[src/rtl/mac_sequencer.sv]
// mac_sequencer: sequences a neuron MAC datapath.
// For each neuron: clear the accumulator, issue N_INPUTS operand loads,
// let the multiplier pipeline drain, strobe the activation register, then
// present the result with a valid/ready handshake. After the last neuron a
// one-cycle done pulse is emitted.
//
// Handshake: out_valid rises in OUT and stays high, with nrn_idx stable,
// until the cycle in which out_ready is also high; that cycle is the
// transfer. out_ready has no effect in any other state.
module mac_sequencer #(
    parameter int N_INPUTS  = 8,
    parameter int N_NEURONS = 4,
    parameter int IN_IDX_W  = 3,
    parameter int NRN_IDX_W = 2,
    parameter int MUL_LAT   = 1
) (
    input  logic                 clk,
    input  logic                 rst,
    input  logic                 start,
    input  logic                 abort,
    input  logic                 out_ready,
    output logic                 ld_input,
    output logic                 ld_weight,
    output logic [IN_IDX_W-1:0]  in_idx,
    output logic [NRN_IDX_W-1:0] nrn_idx,
    output logic                 acc_clr,
    output logic                 acc_en,
    output logic                 act_en,
    output logic                 out_valid,
    output logic                 busy,
    output logic                 done
);

    typedef enum logic [2:0] {
        S_IDLE  = 3'd0,
        S_CLR   = 3'd1,
        S_ISSUE = 3'd2,
        S_DRAIN = 3'd3,
        S_ACT   = 3'd4,
        S_OUT   = 3'd5,
        S_DONE  = 3'd6
    } state_t;

    // Drain counter must hold values 0..MUL_LAT.
    localparam int DR_W = $clog2(MUL_LAT + 2);

    localparam logic [IN_IDX_W-1:0]  IN_LAST  = IN_IDX_W'(N_INPUTS - 1);
    localparam logic [NRN_IDX_W-1:0] NRN_LAST = NRN_IDX_W'(N_NEURONS - 1);
    localparam logic [DR_W-1:0]      DR_LAST  = DR_W'(MUL_LAT);

    state_t               state, state_nx;
    logic [IN_IDX_W-1:0]  in_cnt, in_cnt_nx;
    logic [NRN_IDX_W-1:0] nrn_cnt, nrn_cnt_nx;
    logic [DR_W-1:0]      dr_cnt, dr_cnt_nx;
    logic [MUL_LAT:0]     lat_sr;
    logic                 abort_hit;

    // abort only matters once a run is in progress.
    assign abort_hit = abort && (state != S_IDLE);

    // Load strobes travel through MUL_LAT+1 stages to become accumulate strobes.
    assign acc_en  = lat_sr[MUL_LAT];
    assign in_idx  = in_cnt;
    assign nrn_idx = nrn_cnt;

    // State and counter registers.
    always_ff @(posedge clk or negedge rst) begin
        if (!rst) begin
            state   <= S_IDLE;
            in_cnt  <= '0;
            nrn_cnt <= '0;
            dr_cnt  <= '0;
        end else begin
            state   <= state_nx;
            in_cnt  <= in_cnt_nx;
            nrn_cnt <= nrn_cnt_nx;
            dr_cnt  <= dr_cnt_nx;
        end
    end

    // Latency shift register tracking the multiplier pipeline; flushed on abort.
    always_ff @(posedge clk or negedge rst) begin
        if (!rst) begin
            lat_sr <= '0;
        end else if (abort_hit) begin
            lat_sr <= '0;
        end else begin
            lat_sr[0] <= ld_input;
            for (int k = 1; k <= MUL_LAT; k++) begin
                lat_sr[k] <= lat_sr[k-1];
            end
        end
    end

    // Next-state logic and Moore output decode.
    always_comb begin
        state_nx   = state;
        in_cnt_nx  = in_cnt;
        nrn_cnt_nx = nrn_cnt;
        dr_cnt_nx  = dr_cnt;
        ld_input   = 1'b0;
        ld_weight  = 1'b0;
        acc_clr    = 1'b0;
        act_en     = 1'b0;
        out_valid  = 1'b0;
        busy       = (state != S_IDLE);
        done       = 1'b0;

        case (state)
            S_CLR:   acc_clr = 1'b1;
            S_ISSUE: begin
                ld_input  = 1'b1;
                ld_weight = 1'b1;
            end
            S_ACT:   act_en = 1'b1;
            S_OUT:   out_valid = 1'b1;
            S_DONE:  done = 1'b1;
            default: ;
        endcase

        if (abort_hit) begin
            state_nx   = S_IDLE;
            in_cnt_nx  = '0;
            nrn_cnt_nx = '0;
            dr_cnt_nx  = '0;
        end else begin
            case (state)
                S_IDLE: begin
                    if (start) begin
                        state_nx   = S_CLR;
                        nrn_cnt_nx = '0;
                        in_cnt_nx  = '0;
                    end
                end
                S_CLR: begin
                    state_nx  = S_ISSUE;
                    in_cnt_nx = '0;
                end
                S_ISSUE: begin
                    // in_idx holds at its last value through drain/act/out.
                    if (in_cnt == IN_LAST) begin
                        state_nx  = S_DRAIN;
                        dr_cnt_nx = '0;
                    end else begin
                        in_cnt_nx = in_cnt + IN_IDX_W'(1);
                    end
                end
                S_DRAIN: begin
                    if (dr_cnt == DR_LAST) begin
                        state_nx = S_ACT;
                    end else begin
                        dr_cnt_nx = dr_cnt + DR_W'(1);
                    end
                end
                S_ACT: state_nx = S_OUT;
                S_OUT: begin
                    if (out_ready) begin
                        in_cnt_nx = '0;
                        if (nrn_cnt == NRN_LAST) begin
                            state_nx   = S_DONE;
                            nrn_cnt_nx = '0;
                        end else begin
                            state_nx   = S_CLR;
                            nrn_cnt_nx = nrn_cnt + NRN_IDX_W'(1);
                        end
                    end
                end
                S_DONE:  state_nx = S_IDLE;
                default: state_nx = S_IDLE;
            endcase
        end
    end

endmodule
[config.mk]
export PLATFORM = sky130hd
export DESIGN_NAME = mac_sequencer
export DESIGN_NICKNAME = d
export VERILOG_FILES = /design/src/rtl/mac_sequencer.sv
export SDC_FILE = /design/constraint.sdc
export NUM_CORES = 1
export LEC_CHECK = 0
export ABC_AREA = 1
export BUFFER_PORTS_ARGS = -buffer_cell sky130_fd_sc_hd__buf_4
export CORE_MARGIN = 3
export CORE_UTILIZATION = 47
export CTS_CLUSTER_SIZE = 28
export DETAILED_ROUTE_END_ITERATION = 10
export PLACE_DENSITY = 0.78
export SLEW_MARGIN = 20
export SYNTH_ARGS = -nofsm -noshare
export SYNTH_HDL_FRONTEND = slang
export SYNTH_SLANG_ARGS = --single-unit
[constraint.sdc]
create_clock -name clk -period 1.15 [get_ports clk]
set_input_delay 0.1725 -clock clk [delete_from_list [all_inputs] [get_ports clk]]
set_output_delay 0.1725 -clock clk [all_outputs]
set_load 0.01 [all_outputs]
==> impl_metrics.ini <==
[die]
die_y_um = 47.3
core_area_um2 = 1560
die_area_um2 = 2240
rows = 14
initial_core_util_pct = 51.5
ioPinCount = 18
fp.dieW_um = 47.3

[setup_path]
path_class = flop to flop
worstReg2RegStart = state[1]
setup.worst_path.end = state[2]
timing.critical_path.cells = inv_4, nand3_2, nor2_2, nand2_2, nand2_4, nor2_4, nand2_1, nand2_1
worstPathRequired_ps = 1300
crit_arrival_ps = 1570
slowest_stage = dfrtp_2
cp_num_cells = 8
r2r_end = state[2]
start_kind = flop
end_kind = flop
cp_slowest_stage_delay_ps = 470
crit_top_cell = nand2_1
path_buf_inv = 1
worstPathMaxFanout = 4
setup.worst_path.start = state[1]
r2r_cells = 8
r2r_slack_ps = -270
crit_family = simple AND/OR/NAND/NOR gates

[hold_path]
hold_class = input port to flop

[timing]
min_period_ps = 1420
maxSlewHeadroom_pct = 79.5
rsz0062_at_grt = yes
tightest_slew_ps = 307
max_freq_mhz = 703
fin_crit_sh_pct = 124
final.setup.worst_slack_ps = -272
hold_viol = 0
finClkSkew_ps = 3.42
finalMaxSlewViolations = 0
finalSetupViolCount = 19

[cells_and_area]
fillCellCount = 94
final_nets = 160
area_growth_syn_to_layout_pct = 58.6
layout-drive-gt1-share_pct = 54.4
final_area_um2 = 1270
n_antenna_cell = 0
layoutNonFillerInstCount = 165
final_util_pct = 81.7

[drt]
met3WireLength_um = 98
wirelength_um = 2300
drc_errors = 0
top_layer = met4
m1WireLength_um = 949
wl_met2_um = 1240
postRouteAntennaNets = 0
routed_via_density = 5.19
wire_per_inst_um = 14.0
first_pass_iters = 4
num_vias = 856
drt_iter0_drc = 19

[clock_network]
clk_pin_slew_ps = 70
clockBufferDepth = 2
h-tree-depth = 1
cts_inserted_buffers = 3
cts_tree = built
cts_root_buf = clkbuf_4
clock_latency_ps = 260
cts.sink_count = 12

[yosys]
synthFlopType = dfrtp_1
synth_edf_count = 0
synthArstFlopShare_pct = 100
netlist_instances = 109
synthMostInstantiatedCell = nand2_1
ys_warn_count = 0
avgSynthCellArea_um2 = 7.37
ys_top_cells_by_count = nand2_1 (35), inv_1 (16), dfrtp_1 (12)
synth-seq-area-share_pct = 37.4
netlist_top_cells_area = dfrtp_1 (37%), nand2_1 (16%), inv_1 (7.5%)
synth_cell_types = 21
synth_top_area_share_pct = 37.4
yosys.area.top_type = dfrtp_1
netlist_area_um2 = 803
syn-num-nets = 118
ys_ff_latch = 12

[power]
p_leak_nw = 0.684
power_density_nw_per_um2 = 2400
p_total_mw = 3.06
ir_worst_vdd_mv = 1.72

[place]
port_buffers = 17
postPlaceCellArea_um2 = 1090
place_hpwl_um = 1500
placedCellCount = 155
gp_congestion = 0.844
dpl_worst_slack_ps = -200

[global_route]
antenna_found_initial = 0
grt_max_degree = 13
grt_pass1_wl_um = 3460
overflow = 0
grt.total_usage_pct = 22.4
grt_pass1_vias = 799

[outcome]
violations = negative setup slack
status = complete, but fails checks

[run]
maxCapViolCount = 0
## power by group
| part | internal (mW) | switching (mW) |
|---|---|---|
| Clock | 0.121 | 0.127 |
| Sequential | 0.539 | 0.142 |
| Combinational | 1.01 | 1.12 |
## worst min path at each step
stage	slack (ps)	cells after the start	endpoint	startpoint
2_1_floorplan	-120	0	dr_cnt[0]	rst
3_3_place_gp	20	1	nrn_idx[0]	rst
3_5_place_dp	20	1	nrn_idx[0]	rst
4_1_cts	210	4	state[2]	out_ready
5_1_grt	240	4	state[2]	out_ready
6_report	250	4	state[2]	out_ready
## timing repair
action,CTS,global route
resized for setup,18,19
pin swaps,8,9
hold buffers,1,0
cloned,0,0
setup endpoints to repair,19,19
buffers inserted,6,0
hold endpoints to repair,12,0
## per-stage QoR
stage | setup TNS, ps | hold slack [ps]
after floorplan | -465 | -123
after global placement | -1690 | 16.0
after detailed placement | -1750 | 18.1
after CTS | -3190 | 213
after global routing | -4540 | 240
final | -3320 | 248
## cell type report
class,instances,area [um2],share of cell area (%)
well taps,16,20.0,1.57
clock buffers,3,22.5,1.77
multi-input cells,77,520,40.9
inverters,18,77.6,6.09
flip-flops and latches,12,304,23.9
repair buffers,39,329,25.8
## tightest hold or removal path: stages
cell and delay (ps):
buf_4 80, nor2_2 60, nand2_2 90, nand2_1 70
## layer usage
layer	vias up	GRT usage [%]
met2	30	41.4
met1	400	26.5
met5	-	0
met4	0	5.52
met3	4	3.45
li1	422	-
## cells by family after synthesis
kind of cell	Yosys count	share of synthesized area, %
AOI/OAI and AO/OA	11	9.19
adders and majority gates	4	6.23
buffers and inverters	20	10.3
DFF	12	37.4
and+or+nand+nor	62	36.9
## cell usage in the layout, fill, tap and decap left out
cell type | synthesis | final
nor2_2 | 3 | 1
buf_4 | 2 | 29
dlygate4sd3_1 | 0 | 1
nand3_1 | 5 | 3
dfrtp_1 | 12 | 9
clkbuf_4 | 0 | 3
nor2_1 | 8 | 7
nor2_4 | 2 | 5
nand3b_1 | 1 | 1
a21oi_1 | 3 | 2
buf_6 | 0 | 9
inv_4 | 0 | 4
ha_1 | 4 | 2
nand2_4 | 2 | 5
o211ai_1 | 1 | 1
nor3_2 | 0 | 2
a21oi_2 | 0 | 1
ha_4 | 0 | 1
nand2_1 | 35 | 28
a21oi_4 | 1 | 1
nand3_2 | 1 | 2
o211a_1 | 1 | 1
o21ai_0 | 4 | 2
nand3_4 | 0 | 1
o21ai_1 | 1 | 2
nand2_2 | 3 | 7
inv_1 | 16 | 9
o21ai_2 | 0 | 1
dfrtp_2 | 0 | 3
inv_2 | 2 | 5
ha_2 | 0 | 1
## flip-flops by register name (all words and copies together) (netlist names)
signal	count
nrn_idx	2
lat_sr	2
in_idx	3
dr_cnt	2
state	3
Power figures use the tool's default switching activity.
